File: src/rtl/seq_det_pkg.sv
// seq_det_pkg: shared constants and helpers for the seq_detect_moore detector.
//   DEF_PAT_W / DEF_RST_PAT / DEF_CNT_W : default parameter values
//   clog2()                             : ceiling log2, used to size the fill count
//   fill_t                              : fill count type for the default pattern width
package seq_det_pkg;

   localparam int          DEF_PAT_W   = 4;
   localparam logic [31:0] DEF_RST_PAT = 32'h0000_000B;  // 4'b1011
   localparam int          DEF_CNT_W   = 8;

   function automatic int clog2(input int value);
      int result;
      int v;
      result = 0;
      v      = value - 1;
      while (v > 0) begin
         result = result + 1;
         v      = v >> 1;
      end
      return result;
   endfunction

   typedef logic [clog2(DEF_PAT_W + 1) - 1:0] fill_t;

endpackage

File: src/rtl/seq_det_sat_cnt.sv
// seq_det_sat_cnt: generic saturating up-counter.
//   clk, rst : clock, synchronous active-high reset
//   inc      : add one this edge (held once all-ones)
//   clr      : clear this edge; clr together with inc loads 1
//   cnt      : current count
//   sat      : high while cnt is all-ones
module seq_det_sat_cnt #(
   parameter int CNT_W = 8
) (
   input  logic             clk,
   input  logic             rst,
   input  logic             inc,
   input  logic             clr,
   output logic [CNT_W-1:0] cnt,
   output logic             sat
);

   assign sat = &cnt;

   always_ff @(posedge clk) begin
      if (rst) begin
         cnt <= '0;
      end else if (clr) begin
         cnt <= inc ? CNT_W'(1) : '0;
      end else if (inc && !sat) begin
         cnt <= cnt + CNT_W'(1);
      end
   end

endmodule

File: src/rtl/seq_detect_moore.sv
// seq_detect_moore: Moore serial sequence detector with a runtime-loadable pattern.
//   clk, rst   : clock, synchronous active-high reset
//   x, x_valid : serial bit and its qualifier
//   ovl        : 1 = overlapping detection, 0 = non-overlapping
//   pat_load   : load pat_in (MSB is the first bit received) and discard history
//   cnt_clr    : clear the match counter
//   y          : registered match output
//   match_cnt  : saturating match count, cnt_sat high while it is all-ones
// Build option: SEQ_DET_CNT_EN enables the match counter; without it match_cnt
// and cnt_sat are tied to 0 and cnt_clr is ignored.
module seq_detect_moore
   import seq_det_pkg::*;
#(
   parameter int               PAT_W   = DEF_PAT_W,
   parameter logic [PAT_W-1:0] RST_PAT = PAT_W'(DEF_RST_PAT),
   parameter int               CNT_W   = DEF_CNT_W
) (
   input  logic             clk,
   input  logic             rst,
   input  logic             x,
   input  logic             x_valid,
   input  logic             ovl,
   input  logic             pat_load,
   input  logic [PAT_W-1:0] pat_in,
   input  logic             cnt_clr,
   output logic             y,
   output logic [CNT_W-1:0] match_cnt,
   output logic             cnt_sat
);

   localparam int FILL_W = clog2(PAT_W + 1);
   localparam logic [FILL_W-1:0] FILL_FULL = FILL_W'(PAT_W);

   logic [PAT_W-1:0]  pat_q;
   logic [PAT_W-1:0]  hist;
   logic [PAT_W-1:0]  hist_n;
   logic [FILL_W-1:0] fill;
   logic [FILL_W-1:0] fill_inc;
   logic              y_q;
   logic              y_n;
   logic              hit;

   always_comb begin
      hist_n   = {hist[PAT_W-2:0], x};
      fill_inc = (fill == FILL_FULL) ? fill : fill + FILL_W'(1);
      y_n      = (fill_inc == FILL_FULL) && (hist_n == pat_q);
   end

   // A match is only registered on an accepted bit that is not overridden.
   assign hit = !rst && !pat_load && x_valid && y_n;

   always_ff @(posedge clk) begin
      if (rst) begin
         pat_q <= RST_PAT;
         hist  <= '0;
         fill  <= '0;
         y_q   <= 1'b0;
      end else if (pat_load) begin
         pat_q <= pat_in;
         hist  <= '0;
         fill  <= '0;
         y_q   <= 1'b0;
      end else if (x_valid) begin
         hist <= hist_n;
         // Non-overlapping mode restarts the fill so the next match needs fresh bits.
         fill <= (y_n && !ovl) ? '0 : fill_inc;
         y_q  <= y_n;
      end
   end

   assign y = y_q;

`ifdef SEQ_DET_CNT_EN
   seq_det_sat_cnt #(
      .CNT_W (CNT_W)
   ) u_sat_cnt (
      .clk (clk),
      .rst (rst),
      .inc (hit),
      .clr (cnt_clr),
      .cnt (match_cnt),
      .sat (cnt_sat)
   );
`else
   logic unused_cnt;
   assign unused_cnt = hit ^ cnt_clr;
   assign match_cnt  = '0;
   assign cnt_sat    = 1'b0;
`endif

endmodule

File: config.mk
export PLATFORM = sky130hd
export DESIGN_NAME = seq_detect_moore
export DESIGN_NICKNAME = d
export VERILOG_FILES = /design/src/rtl/seq_det_pkg.sv /design/src/rtl/seq_det_sat_cnt.sv /design/src/rtl/seq_detect_moore.sv
export SDC_FILE = /design/constraint.sdc
export NUM_CORES = 1
export LEC_CHECK = 0
export ABC_AREA = 1
export CAP_MARGIN = 20
export CORE_MARGIN = 5
export CORE_UTILIZATION = 45
export CTS_BUF_LIST = sky130_fd_sc_hd__clkbuf_4
export CTS_CLUSTER_DIAMETER = 60
export DETAILED_ROUTE_END_ITERATION = 16
export PLACE_DENSITY = 0.8
export SLEW_MARGIN = 10
export SYNTH_ARGS = -nofsm -noshare
export SYNTH_HDL_FRONTEND = slang
export SYNTH_SLANG_ARGS = --single-unit
File: constraint.sdc
create_clock -name clk -period 2 [get_ports clk]
set_clock_uncertainty 0.15 [all_clocks]
set_input_delay 0.5 -clock clk [delete_from_list [all_inputs] [get_ports clk]]
set_output_delay 0.5 -clock clk [all_outputs]
set_load 0.03 [all_outputs]
==> impl_metrics.csv, run 1 <==
group,metric,value,unit
detailed_routing,route.detailed.drc,0,
worst_setup_path,r2r_setup_slack,0.46,ns
sta,rsz0062_at_grt,"false",
yosys,synth-edff-count,0,
sta,tns,0,ns
place,hpwl,808,microns
cells_and_area,postLayoutCoreUtil,0.553,
yosys,synth_commonest_cells,"nand2_1, inv_1, dfxtp_1",
place,portBuffers,10,
run_status,run_status,"completed",
worst_hold_path,worstHoldEndpoint,"pat_q[2]",
sta,finalCritPeriodShare,0.953,
worst_hold_path,whs_path_depth,2,
grt,grt_pass1_vias,418,
detailed_routing,routed_wl,988,microns
yosys,synth.top_cell.area_share,0.369,
pwr,power_density,689,mW/mm^2
yosys,synthAdderAreaFrac,0.0419,
clock_tree,post_cts_buffers,0,
worst_setup_path,critPathTopFamily,"buffers and inverters",
cells_and_area,design_area,711,sq um
cells_and_area,regArea,220,sq um
clock_tree,numCtsBuffers,3,
worst_setup_path,crit_type,"reg2out",
yosys,synthMuxAreaShare,0,
clock_tree,ctsResizeCount,0,
sta,period_needed,1.91,ns
die,die_w,46.4,microns
cells_and_area,fill_cells,127,
worst_setup_path,worst_r2r_path_depth,8,
yosys,synth.distinct_cells,15,
cells_and_area,drive_gt1_frac,0.0722,
worst_setup_path,worstPathArrival,1.26,ns
clock_tree,clkSinkCount,11,
die,die_y,46.4,microns
worst_hold_path,hold_path.class,"reg2reg",
yosys,synth.most_common_cell,"nand2_1",
yosys,synthFlopType,"dfxtp_1",
yosys,synth-simple-area-share,0.214,
worst_setup_path,cp_max_fo,2,
yosys,yosys_warnings,0,
detailed_routing,ant_nets,0,
cells_and_area,n_antenna_cell,0,
worst_setup_path,reg2reg_to,"fill[2]",
sta,drv_slew,0,
worst_setup_path,slowest_delay,0.66,ns
worst_hold_path,worstHoldStart,"pat_q[2]",
place,placed_area,681,sq um
clock_tree,cts_tree,"yes",
die,num_rows,13,
yosys,synthXorXnorAreaFrac,0.0440,
worst_setup_path,worstSetupEndpointType,"output pin",
grt,antenna_found_initial,0,
grt,overflow,0,
clock_tree,cts_max_level,1,
grt,grt_use_total,0.105,
cells_and_area,multi_input_area,289,sq um
sta,finalHoldViolations,0,
detailed_routing,avgRoutedWirePerCell,8.82,microns
worst_setup_path,cp_slowest_cell,"clkdlybuf4s50_1",
yosys,synth_compound_area_frac,0.128,
worst_setup_path,worst-endpoint-required,1.35,ns
yosys,synth_top_area_cell,"dfxtp_1",
worst_setup_path,setup.worst_path.start,"y",
worst_setup_path,crit_path_cell_trace,"clkdlybuf4s50_1",
yosys,synth_top_family_by_area,"simple AND/OR/NAND/NOR gates",
yosys,synth_seq_cells,11,
yosys,netlist_instances,84,
yosys,avgSynthCellArea,7.11,sq um
pwr,leakagePower,0.335,nW
worst_setup_path,startpoint_type,"register",
detailed_routing,drt_iter0_drc,2,
clock_tree,insertion_delay,0.27,ns
cells_and_area,nNetsFinal,111,
yosys,synth_area_leaders,"dfxtp_1, buf_4, nand2_1",
die,initial_core_util,0.464,
sta,setup_viol,0,
pwr,vdd_drop_max,428,uV
die,io_pins,21,
sta,max_freq,525,MHz
clock_tree,clock_tree.buffer_depth,2,
worst_setup_path,critPathBufInv,1,
sta,setup_slack,0.0935,ns
detailed_routing,vias_per_cell,4.48,
yosys,syn-cell-area,597,sq um
clock_tree,path_clk_slew,0.07,ns
place,dp_slack,0.160,ns
detailed_routing,vias,502,
grt,grt_max_degree,13,
cells_and_area,synthToLayoutAreaGrowth,19.1,%
die,die_area,0.00215,sq mm
die,core_area,0.00128,sq mm
place,gp_congestion,0.661,
flow_run,maxCapViolations,0,
yosys,seq_area_frac_synth,0.369,
clock_tree,cts_root_buf,"clkbuf_4",
clock_tree,holdBufCountCts,0,
detailed_routing,dr.pass1.iters,2,
worst_setup_path,r2r-start,"fill[0]",
grt,grt_pass1_wl,1570,microns
yosys,async_reset_ff_frac,0,
## power by group
group          switching, mW  leakage [nW]  internal [mW]  total (mW)
combinational         0.0538         0.226         0.0350      0.0887
sequential           0.00746        0.0905          0.230       0.238
clock                 0.0729        0.0184         0.0908       0.164
total                  0.134         0.335          0.356       0.490
## how the worst max path moves through the flow
stage / endpoint / slack [ns] / cells past startpoint
after floorplan: fill[2] / 0.60 / 8
after global placement: fill[2] / 0.19 / 7
after detailed placement: fill[2] / 0.16 / 7
after CTS: y / 0.08 / 1
after global routing: y / 0.06 / 1
final: y / 0.09 / 1
## sequential cells by signal (all words and copies together) (netlist names)
signal  count
fill        3
hist        3
pat_q       4
y           1
## through the flow
stage / total power, mW / std cells / hold slack [ns]
floorplan: 0.316 / 92 / 0.298
global placement: 0.329 / 108 / 0.309
detailed placement: 0.332 / 108 / 0.316
CTS: 0.495 / 112 / 0.331
global route: 0.514 / 112 / 0.355
finish: 0.490 / 112 / 0.328
## worst reg2reg max path, delay by kind of cell, from the launching register on
kind,cells,cell delay (ns)
AOI/OAI and AO/OA,1,0.05
adders and majority gates,1,0.28
buffers and inverters,2,0.15
DFF,1,0.39
and+or+nand+nor,4,0.41
## logic make-up after synthesis
family                   Yosys count
AND/OR/NAND/NOR                   31
flip-flops                        11
XOR/XNOR                           3
adder cells (fa/ha/maj)            2
buffers and inverters             22
other                              1
AO/OA/AOI/OAI                     14
## routing by layer
metal / wire length [microns] / vias up / GRT usage
met4: 32 / 0 / 0.0852
li1: - / 273 / -
met3: 83 / 5 / 0.0273
met5: 0 / - / 0
met2: 470 / 16 / 0.165
met1: 402 / 208 / 0.117
## placed cells by master, fill, tap and decap left out
master / Yosys / final
buf_4: 9 / 1
nor2_2: 1 / 1
conb_1: 1 / 9
clkbuf_4: 0 / 4
dfxtp_1: 11 / 11
xnor2_1: 3 / 3
nor2_1: 6 / 6
inv_1: 12 / 12
nand3_1: 7 / 7
a21oi_2: 1 / 1
a21oi_1: 5 / 5
o21ai_0: 7 / 7
ha_1: 2 / 2
clkdlybuf4s50_1: 0 / 10
o211ai_1: 1 / 1
nand2_1: 17 / 17
## final cells by class
cell class              instances  share of cell area
clock buffers                   4              0.0423
inverters                      12              0.0634
multi-input cells              59               0.407
flip-flops and latches         11               0.310
well taps                      15              0.0264
repair buffers                 11               0.151
Note: power is estimated with default switching activity, not from simulation.
==> inputs of run 2 (changes only) <==
--- a/config.mk
+++ b/config.mk
@@ -7,13 +7,13 @@
 export LEC_CHECK = 0
 export ABC_AREA = 1
 export CAP_MARGIN = 20
-export CORE_MARGIN = 5
-export CORE_UTILIZATION = 45
+export CORE_AREA = 5 5 42 44
 export CTS_BUF_LIST = sky130_fd_sc_hd__clkbuf_4
 export CTS_CLUSTER_DIAMETER = 60
 export DETAILED_ROUTE_END_ITERATION = 16
-export PLACE_DENSITY = 0.8
-export SLEW_MARGIN = 10
+export DIE_AREA = 0 0 47 49
+export DONT_BUFFER_PORTS = 1
+export SLEW_MARGIN = 25
 export SYNTH_ARGS = -nofsm -noshare
 export SYNTH_HDL_FRONTEND = slang
 export SYNTH_SLANG_ARGS = --single-unit
==> impl_metrics.csv, run 2 (same netlist as run 1, synthesis figures left out) <==
group,metric,value,unit
cells_and_area,reg_top3,"pat_q: 4 flops, fill: 3 flops, hist: 3 flops",
sta,period_needed,1.49,ns
die,io_pins,21,
place,portBuffers,0,
detailed_routing,dr.pass1.iters,3,
grt,use_met1,0.109,
sta,max_freq,670,MHz
place,dp_slack,0.509,ns
die,core_area,0.00140,sq mm
worst_setup_path,worstSetupEndpointType,"register",
die,num_rows,14,
grt,grt_max_degree,13,
grt,grt_use_total,0.0883,
clock_tree,clock_tree.buffer_depth,2,
run_status,run_status,"completed",
clock_tree,cts_max_level,1,
die,initial_core_util,0.426,
worst_setup_path,worstPathArrival,1.50,ns
worst_setup_path,slowest_delay,0.38,ns
sta,drv_slew,0,
grt,gr-usage-met2,0.109,
clock_tree,path_clk_slew,0.07,ns
cells_and_area,top_register,"pat_q",
place,hpwl,749,microns
worst_setup_path,cp_slowest_cell,"dfxtp_1",
worst_setup_path,cp_max_fo,4,
cells_and_area,fill_cells,165,
worst_setup_path,critPathTopFamily,"simple AND/OR/NAND/NOR gates",
sta,rsz0062_at_grt,"false",
cells_and_area,final_cell_mix,"nand2_1, inv_1, dfxtp_1, conb_1",
cells_and_area,regArea,220,sq um
sta,setup_slack,0.507,ns
die,die_y,49,microns
clock_tree,insertion_delay,0.26,ns
clock_tree,holdBufCountCts,0,
grt,grt_use_met3,0.0480,
worst_setup_path,startpoint_type,"register",
sta,setup_viol,0,
cells_and_area,fin_cells,102,
detailed_routing,drt_iter0_drc,6,
detailed_routing,vias_per_cell,4.51,
die,die_w,47,microns
clock_tree,cts_root_buf,"clkbuf_4",
clock_tree,cts_tree,"yes",
cells_and_area,drive_gt1_frac,0.0698,
cells_and_area,final_common_cell,"nand2_1",
flow_run,maxCapViolations,0,
detailed_routing,ant_nets,0,
worst_setup_path,worst-endpoint-required,2.00,ns
die,die_area,0.00230,sq mm
cells_and_area,n_antenna_cell,0,
pwr,leakagePower,0.292,nW
sta,finalCritPeriodShare,0.747,
cells_and_area,largest_reg_flops,4,
worst_setup_path,critPathBufInv,2,
detailed_routing,avgRoutedWirePerCell,9.19,microns
detailed_routing,vias,460,
grt,grt_pass1_vias,352,
place,dp.cells,98,
cells_and_area,postLayoutCoreUtil,0.431,
detailed_routing,routed_wl,937,microns
grt,grt_pass1_wl,1410,microns
clock_tree,post_cts_buffers,0,
cells_and_area,nNetsFinal,100,
cells_and_area,synthToLayoutAreaGrowth,1.26,%
clock_tree,numCtsBuffers,3,
grt,antenna_found_initial,0,
pwr,vdd_drop_max,347,uV
sta,tns,0,ns
grt,gr-max-usage-layer,"met1",
worst_setup_path,crit_type,"reg2reg",
pwr,power_density,765,mW/mm^2
place,gp_congestion,0.692,
worst_setup_path,crit_path_cell_trace,"inv_1, ha_1, inv_1, nand3_1, nor2_1, nand3_1, nand2_1, a21oi_2",
detailed_routing,route.detailed.drc,0,
cells_and_area,multi_input_area,289,sq um
worst_hold_path,hold_path.class,"in2reg",
pwr,power,0.462,mW
clock_tree,clkSinkCount,11,
clock_tree,ctsResizeCount,0,
sta,finalHoldViolations,0,
grt,overflow,0,
## run 2: cell count changes in the layout (fill, tap and decap cells not counted), sizes merged
cell,change
buf,-1
clkdlybuf4s50,-10
## run 2: layer usage
layer | vias to the layer above | part of all wire
li1 | 252 | -
met1 | 190 | 0.46
met2 | 16 | 0.43
met5 | - | 0
met4 | 0 | 0.013
met3 | 2 | 0.092
## run 2: power by group
part | total [mW] | internal [mW] | switching, mW
Sequential | 0.239 | 0.230 | 0.00850
Combinational | 0.0632 | 0.0178 | 0.0454
Clock | 0.161 | 0.0906 | 0.0699
Total | 0.462 | 0.339 | 0.124
## run 2: area by class of cell
type | instances | area share
flip-flops and latches | 11 | 0.364
well taps | 16 | 0.0331
multi-input cells | 59 | 0.478
clock buffers | 4 | 0.0497
inverters | 12 | 0.0745
## run 2: worst paths after layout
| kind | to | from | depth (start not counted) | slack [ns] |
|---|---|---|---|---|
| max reg2reg | fill[2] | fill[0] | 8 | 0.51 |
| min reg2reg | pat_q[2] | pat_q[2] | 2 | 0.32 |
| max | fill[2] | fill[0] | 8 | 0.51 |
| min | fill[2] | x_valid | 1 | 0.16 |
## run 2: stage by stage
step / hold WS, ns / instance area (sq um)
after floorplan: 0.298 / 627
after global placement: 0.313 / 574
after detailed placement: 0.316 / 574
after CTS: 0.153 / 604
after global routing: 0.145 / 604
final: 0.164 / 604
